$ cat config.mk
export PLATFORM = sky130hd
export DESIGN_NAME = carry4_addsub_sched
export DESIGN_NICKNAME = d
export VERILOG_FILES = /design/src/rtl/carry4_addsub_sched.sv
export SDC_FILE = /design/constraint.sdc
export NUM_CORES = 1
export LEC_CHECK = 0
export BUFFER_PORTS_ARGS = -buffer_cell sky130_fd_sc_hd__buf_2
export CAP_MARGIN = 10
export CELL_PAD_IN_SITES_DETAIL_PLACEMENT = 0
export CELL_PAD_IN_SITES_GLOBAL_PLACEMENT = 2
export CORE_ASPECT_RATIO = 1.4
export CORE_MARGIN = 3
export CORE_UTILIZATION = 31
export DETAILED_ROUTE_END_ITERATION = 10
export PLACE_DENSITY_LB_ADDON = 0.3
export SLEW_MARGIN = 20
export SYNTH_ARGS = -nofsm -noshare
export SYNTH_HDL_FRONTEND = slang
export SYNTH_SLANG_ARGS = --single-unit
$ cat constraint.sdc
create_clock -name clk -period 2.6 [get_ports clk]
set_clock_uncertainty 0.15 [all_clocks]
set_input_delay 0.52 -clock clk [delete_from_list [all_inputs] [get_ports clk]]
set_output_delay 0.52 -clock clk [all_outputs]
set_load 0.03 [all_outputs]
$ cat src/rtl/carry4_addsub_sched.sv
`default_nettype none
// ============================================================================
// Module   : carry4_addsub_sched
// Purpose  : Two-requester add/subtract over one shared 4-bit carry slice,
//            round-robin arbitrated, one nibble per cycle.
// Revision : 1.0
// ============================================================================
module carry4_addsub_sched #(
  parameter int CHUNKS = 4,
  localparam int W     = 4 * CHUNKS
) (
  input  logic         clk,
  input  logic         rst,
  input  logic [1:0]   req_valid,
  output logic [1:0]   req_ready,
  input  logic [W-1:0] req_a0,
  input  logic [W-1:0] req_b0,
  input  logic         req_sub0,
  input  logic [W-1:0] req_a1,
  input  logic [W-1:0] req_b1,
  input  logic         req_sub1,
  output logic         res_valid,
  input  logic         res_ready,
  output logic [W-1:0] res_sum,
  output logic         res_cout,
  output logic         res_ovf,
  output logic         res_id,
  output logic         busy
);

  localparam int IDX_W = (CHUNKS > 1) ? $clog2(CHUNKS) : 1;

  localparam logic [1:0] c_IDLE = 2'd0;
  localparam logic [1:0] c_RUN  = 2'd1;
  localparam logic [1:0] c_DONE = 2'd2;

  logic [1:0]       r_state;
  logic             r_last_grant;
  logic [IDX_W-1:0] r_idx;
  logic [W-1:0]     r_a;
  logic [W-1:0]     r_b;
  logic             r_carry;
  logic [W-1:0]     r_sum;
  logic             r_cout;
  logic             r_ovf;
  logic             r_id;

  logic             w_grant;
  logic             w_accept;
  logic [W-1:0]     w_sel_a;
  logic [W-1:0]     w_sel_b;
  logic             w_sel_sub;
  logic [IDX_W+1:0] w_base;
  logic [3:0]       w_s;
  logic [3:0]       w_di;
  logic [3:0]       w_o;
  logic             w_c1, w_c2, w_c3, w_c4;
  logic             w_last;

  // Contention goes to whoever was not served last; otherwise the sole valid one.
  always_comb begin
    w_grant   = (&req_valid) ? ~r_last_grant : req_valid[1];
    req_ready = (r_state == c_IDLE) ? (req_valid & (w_grant ? 2'b10 : 2'b01)) : 2'b00;
    w_accept  = |req_ready;
    w_sel_a   = w_grant ? req_a1   : req_a0;
    w_sel_b   = w_grant ? req_b1   : req_b0;
    w_sel_sub = w_grant ? req_sub1 : req_sub0;
  end

  // CARRY4-style slice: mux chain selected by propagate, XOR for the sum.
  always_comb begin
    w_base = {r_idx, 2'b00};
    w_di   = r_a[w_base +: 4];
    w_s    = w_di ^ r_b[w_base +: 4];
    w_c1   = w_s[0] ? r_carry : w_di[0];
    w_c2   = w_s[1] ? w_c1    : w_di[1];
    w_c3   = w_s[2] ? w_c2    : w_di[2];
    w_c4   = w_s[3] ? w_c3    : w_di[3];
    w_o    = w_s ^ {w_c3, w_c2, w_c1, r_carry};
    w_last = (r_idx == IDX_W'(CHUNKS - 1));
  end

  always_ff @(posedge clk or posedge rst) begin
    if (rst) begin
      r_state      <= c_IDLE;
      r_last_grant <= 1'b1;
      r_idx        <= '0;
      r_a          <= '0;
      r_b          <= '0;
      r_carry      <= 1'b0;
      r_sum        <= '0;
      r_cout       <= 1'b0;
      r_ovf        <= 1'b0;
      r_id         <= 1'b0;
    end else begin
      case (r_state)
        c_IDLE: begin
          if (w_accept) begin
            r_a          <= w_sel_a;
            r_b          <= w_sel_sub ? ~w_sel_b : w_sel_b;
            r_carry      <= w_sel_sub;
            r_idx        <= '0;
            r_id         <= w_grant;
            r_last_grant <= w_grant;
            r_state      <= c_RUN;
          end
        end
        c_RUN: begin
          r_sum[w_base +: 4] <= w_o;
          r_carry            <= w_c4;
          if (w_last) begin
            r_cout  <= w_c4;
            r_ovf   <= w_c3 ^ w_c4;
            r_state <= c_DONE;
          end else begin
            r_idx <= r_idx + IDX_W'(1);
          end
        end
        c_DONE: begin
          if (res_ready) r_state <= c_IDLE;
        end
        default: r_state <= c_IDLE;
      endcase
    end
  end

  assign res_valid = (r_state == c_DONE);
  assign busy      = (r_state != c_IDLE);
  assign res_sum   = r_sum;
  assign res_cout  = r_cout;
  assign res_ovf   = r_ovf;
  assign res_id    = r_id;

endmodule
`default_nettype wire

# Word-level counts from Yosys, hierarchy flattened
# Cells that the tools add are included.
# Widths: inputs -> output; s select.
# op_classes
reduce_logical	10
bitwise	6
n_addsub	2
shifts	4
muxes	21
eq_ne	7
# op_table
cell	count
$mux 16	3
$shiftx 16x5->4	2
$bwmux 16	1
$not 16->16	1
$shift 4x6->16 const A	1
$shiftx 4x6->16	1
$mux 2	7
$reduce_and 2->1	4
$xor 4x4->4	2
$mux 1	7
$ne 2x2->1 const B	3
$neg 4->6	1
$pmux 2 s3	1
$reduce_and 3->1	2
$eq 2x2->1 const B	2
$pmux 2 s2	1
$reduce_bool 2->1	2
$add 2x1->2 const B	1
$and 2x2->2	1
$eq 2x1->1 const B	1
$logic_not 2->1	1
$ne 2x1->1 const B	1
$pmux 1 s2	1
$reduce_or 2->1	1
other kinds (2)	2
# totals
inputBits	71
word_cells	60
reg_bits	57
output_inout_bits	23

# Longest topological paths before layout
# depth
word_depth	8
depth_mapped	7
mapped_depth_nobuf	5

# Worst setup path after synthesis
# Ideal clock, no wire load.
# synth_timing
path_type	in2out
from	in req_valid[1]
to	out req_ready[0]
path_slack_ps	120
path_buffers	3
stages	5
arrival_time_ps	1810
required_ps	1930
cell_sequence	a21boi_0 > buf_1 > buf_2 > buf_2 > nor2_1
# synth_via
elab_chain_cells	5
# synth_lines
item	line	rtl
start, declared	14	input logic [1:0] req_valid,
$reduce_and 2->1	62	w_grant = (&req_valid) ? ~r_last_grant : req_valid[1];
$mux 1 (*)	62	
$mux 2 (*)	63	req_ready = (r_state == c_IDLE) ? (req_valid & (w_grant ? 2'b10 : 2'b01)) : 2'b00;
$and 2x2->2 (*)	63	
$mux 2 (*)	63	
end, declared	15	output logic [1:0] req_ready,
# Mark *: on every way between the ends. The rest lies on a longest branch, timed or not.

# Worst setup path after layout
# layout_timing
from	reg r_idx[0]
to	reg r_ovf (netlist: res_ovf)
# layout_via
elab_chain_cells	7
word_cells_on_any_way	10
cone_classes	eq/ne (1); shift (2); mux (4); bitwise (2); reduce/logical (1)
# layout_lines
item	line	rtl
start, declared	39	logic [IDX_W-1:0] r_idx;
start signal, assigned	116	r_idx <= r_idx + IDX_W'(1);
$shiftx 16x5->4, on equally long branches	73, 74	
$xor 4x4->4	74	w_s = w_di ^ r_b[w_base +: 4];
$mux 1	75	w_c1 = w_s[0] ? r_carry : w_di[0];
$mux 1	76	w_c2 = w_s[1] ? w_c1 : w_di[1];
$mux 1	77	w_c3 = w_s[2] ? w_c2 : w_di[2];
$mux 1	78	w_c4 = w_s[3] ? w_c3 : w_di[3];
$xor 1x1->1	113	r_ovf <= w_c3 ^ w_c4;
end signal, assigned	113	
end, declared	45	logic r_ovf;
# Several ways; a longest one is shown, not always the timed one.
# A chain may end at the register's enable or synchronous reset.

==> summary.md <==
| Metric | Value |
|---|---|
| Share of cells above drive strength 1 | 33.2% |
| Commonest non-fill, non-tap cell in the layout | buf_2 |
| WP data arrival | 2.54 ns |
| Top delay family on crit path | multiplexers |
| Pre-CTS setup slack | 0.0706 ns |
| Total CTS buffers | 9 |
| Worst Tran Pin Value | 0.500 ns |
| Syn Inst Count | 295 |
| DRC Markers | 0 |
| Startpoint types | flop |
| Minimum clock period | 2.45 ns |
| Pre-antenna DRT Iters | 4 |
| Routability cong. | 0.763 |
| MaxCap Viol Count | 0 |
| FP Rows | 42 |
| Slew Limit Fails | 0 |
| P&R area growth vs syn | 33.6% |
| Leading cell types in the layout, fill and taps excluded | 93 x buf_2, 55 x dfrtp_1, 37 x nor2_1 |
| Status | finished, final reports clean |
| Final wirelength | 7260 um |
| Clk buf depth | 2 |
| Switching share of total power | 40.9% |
| I/O Buffers | 93 |
| PwrDens | 1400 nW/um^2 |
| CP Capture Type | flop |
| Vias in the first global route | 2502 |
| Cell area after synthesis | 3070 sq um |
| Largest net degree at the start of global routing | 63 |
| Power share of the clock group | 23.6% |
| Setup_tns | 0 ns |
| Crit path largest cell delay | 0.65 ns |
| First-pass GRT wire length | 12000 um |
| #FFs+latches synth | 57 |
| Die area | 11200 sq um |
| Diode count | 0 |
| Max FO, Critical Path | 9 |
| Avg Cell Area, Syn | 10.4 sq um |
| Relative slew margins | 66.4% |
| Routed Antenna Nets | 0 |
| Leak | 1.89 nW |
| R2r setup slk | 0.15 ns |
| Reg2reg path depth | 6 |
| Yosys cell types | 39 |
| Setup WS post-layout | 0.146 ns |
| Period utilization | 94.4% |
| Placed Instances | 513 |
| Combinational Power Share | 49.1% |
| Internal power | 3.39 mW |
| Synth top area share | 45.6% |
| Area after DPL | 3740 sq um |
| Syn Nets | 372 |
| Power Total | 5.74 mW |
| # clock sinks | 57 |
| Number of H-tree levels | 3 |
| Initial Util | 32.1% |
| Gr usage total | 13.7% |
| Seq/Total Area, Yosys | 46.5% |
| DPL Wire Length | 5500 um |
| Final hold viol count | 0 |
| CTS tree | built |
| Vias per inst | 4.58 |
| Core footprint | 9560 sq um |
| Initial antenna violation count | 0 |
| Req. time, crit path | 2.68 ns |
| Initial DRC Count | 72 |
| Final non-filler cell total | 529 |
| Cell taking the most area after synthesis | dfrtp_1 |
| RR Startpoint | r_idx[0]$_DFFE_PP0P_ |
| Final nets | 469 |
| Slowest cell on the critical path | mux4_1 |
| Routed len/inst | 13.7 um |
| Register share of total power | 27.2% |
| Worst reg2reg path endpoint | res_ovf$_DFFE_PP0P_ |
| RSZ-0062 raised after global routing | no |
| Min-delay worst type | in2async |
| Crit path depth | 6 |
| Fmax | 408 MHz |
| CP cell instances | buf_4, mux4_1, and2_1, o21a_1, or3_1, a41oi_2 |
| Post-CTS Setup Bufs | 0 |
| CTS Root Cell | clkbuf_16 |
| Vias | 2422 |
| Worst IR drop on VDD | 0.507 mV |
| Top cells by area, synth | dfrtp_1 46%, mux2i_1 10%, a21oi_1 5.9% |
| Setup Crit Path Kind | reg2reg |
| DIE HEIGHT | 124 um |
| Post_cts resized | 0 |
| Final setup viols | 0 |
| Die width | 90.1 um |
| Final instance area | 4100 sq um |
| Gr ovfl total | 0 |
| Hold_buf cts | 0 |
| Worst path bufs/invs | 1 |
| Clock latency on the worst-skew pair | 0.32 ns |
| Clock-pin slew on the worst setup and hold paths | 0.05 ns |
| Io pins | 94 |
| Switching pwr | 2.35 mW |
| YS warnings | 0 |
==> cell families after synthesis <==
family	count (synthesis)	share of synthesized area, %
compound gates	67	12.5
xor+xnor	23	6.56
mux	42	17.7
fa+ha+maj	8	3.14
buf+inv	21	2.97
simple gates	77	10.6
flops	57	46.5
==> how the worst max path moves through the flow <==
stage	slack [ns]	endpoint	start
5_1_grt	0.01	res_sum[3]$_DFFE_PP0P_	r_idx[1]$_DFFE_PP0P_
2_1_floorplan	0.12	req_ready[0]	req_valid[1]
3_3_place_gp	0.14	res_sum[6]$_DFFE_PP0P_	r_idx[0]$_DFFE_PP0P_
3_5_place_dp	0.07	res_sum[10]$_DFFE_PP0P_	r_idx[0]$_DFFE_PP0P_
6_report	0.15	res_ovf$_DFFE_PP0P_	r_idx[0]$_DFFE_PP0P_
4_1_cts	0.06	res_sum[10]$_DFFE_PP0P_	r_idx[0]$_DFFE_PP0P_
==> per-layer routing <==
metal	GRT usage, %	vias up	share of wire [%]
li1	-	1233	-
met1	15.7	1117	41
met2	24.2	65	53
met3	3.56	7	4.6
met4	5.75	0	1.6
met5	0	-	0
==> cells in the mapped netlist <==
library cell / count
ha_1: 6
a41oi_2: 1
nor2b_1: 2
a22o_1: 1
or3_1: 1
a21o_1: 2
clkbuf_1: 7
and2_1: 3
inv_1: 6
maj3_1: 1
a31oi_1: 2
mux2_2: 1
or4b_2: 1
buf_1: 3
xnor2_1: 19
mux2i_1: 32
nand3_1: 1
dfrtp_1: 56
mux4_2: 3
a21boi_0: 2
mux4_1: 5
nand2_1: 26
buf_6: 1
a21oi_1: 36
or2_2: 1
o21ai_0: 15
nor2_1: 37
nand3b_1: 1
dfstp_2: 1
xor2_1: 4
nor3_1: 2
o21a_1: 2
maj3_2: 1
o31ai_1: 5
nand4_1: 1
buf_2: 4
o22a_1: 1
mux2i_2: 1
nand2b_1: 1
==> state kept, by name (all words and copies together), names as in the netlist, 2 cells and up <==
signal   cells
r_b         16
r_state      2
r_idx        2
r_a         16
res_sum     16
==> layout make-up <==
class	count	area (sq um)
inverter	6	22.5
multi-input combinational	217	1580
clock inverter	5	103
timing repair buffer	101	563
fill	976	5460
clock buffer	11	243
sequential	57	1430
tap	132	165
==> tightest hold or removal path, cell delays in order <==
cell and delay, ns:
buf_2 0.10, inv_2 0.06, buf_12 0.27
==> stage by stage <==
| step | hold WS [ns] | util [%] |
|---|---|---|
| floorplan | 0.337 | - |
| global placement | 0.307 | 39.1 |
| detailed placement | 0.315 | 39.1 |
| CTS | 0.112 | 42.7 |
| global route | 0.122 | 42.9 |
| finish | 0.0873 | 42.9 |
==> power groups by stage <==
stage	registers, mW	logic, mW	clock network (mW)
4_1_cts	1.57	2.79	1.39
3_5_place_dp	1.59	2.77	0
3_3_place_gp	1.58	2.72	0
6_report	1.56	2.82	1.36
5_1_grt	1.63	3.12	1.43
2_1_floorplan	1.71	1.84	0
Power figures use the tool's default switching activity.
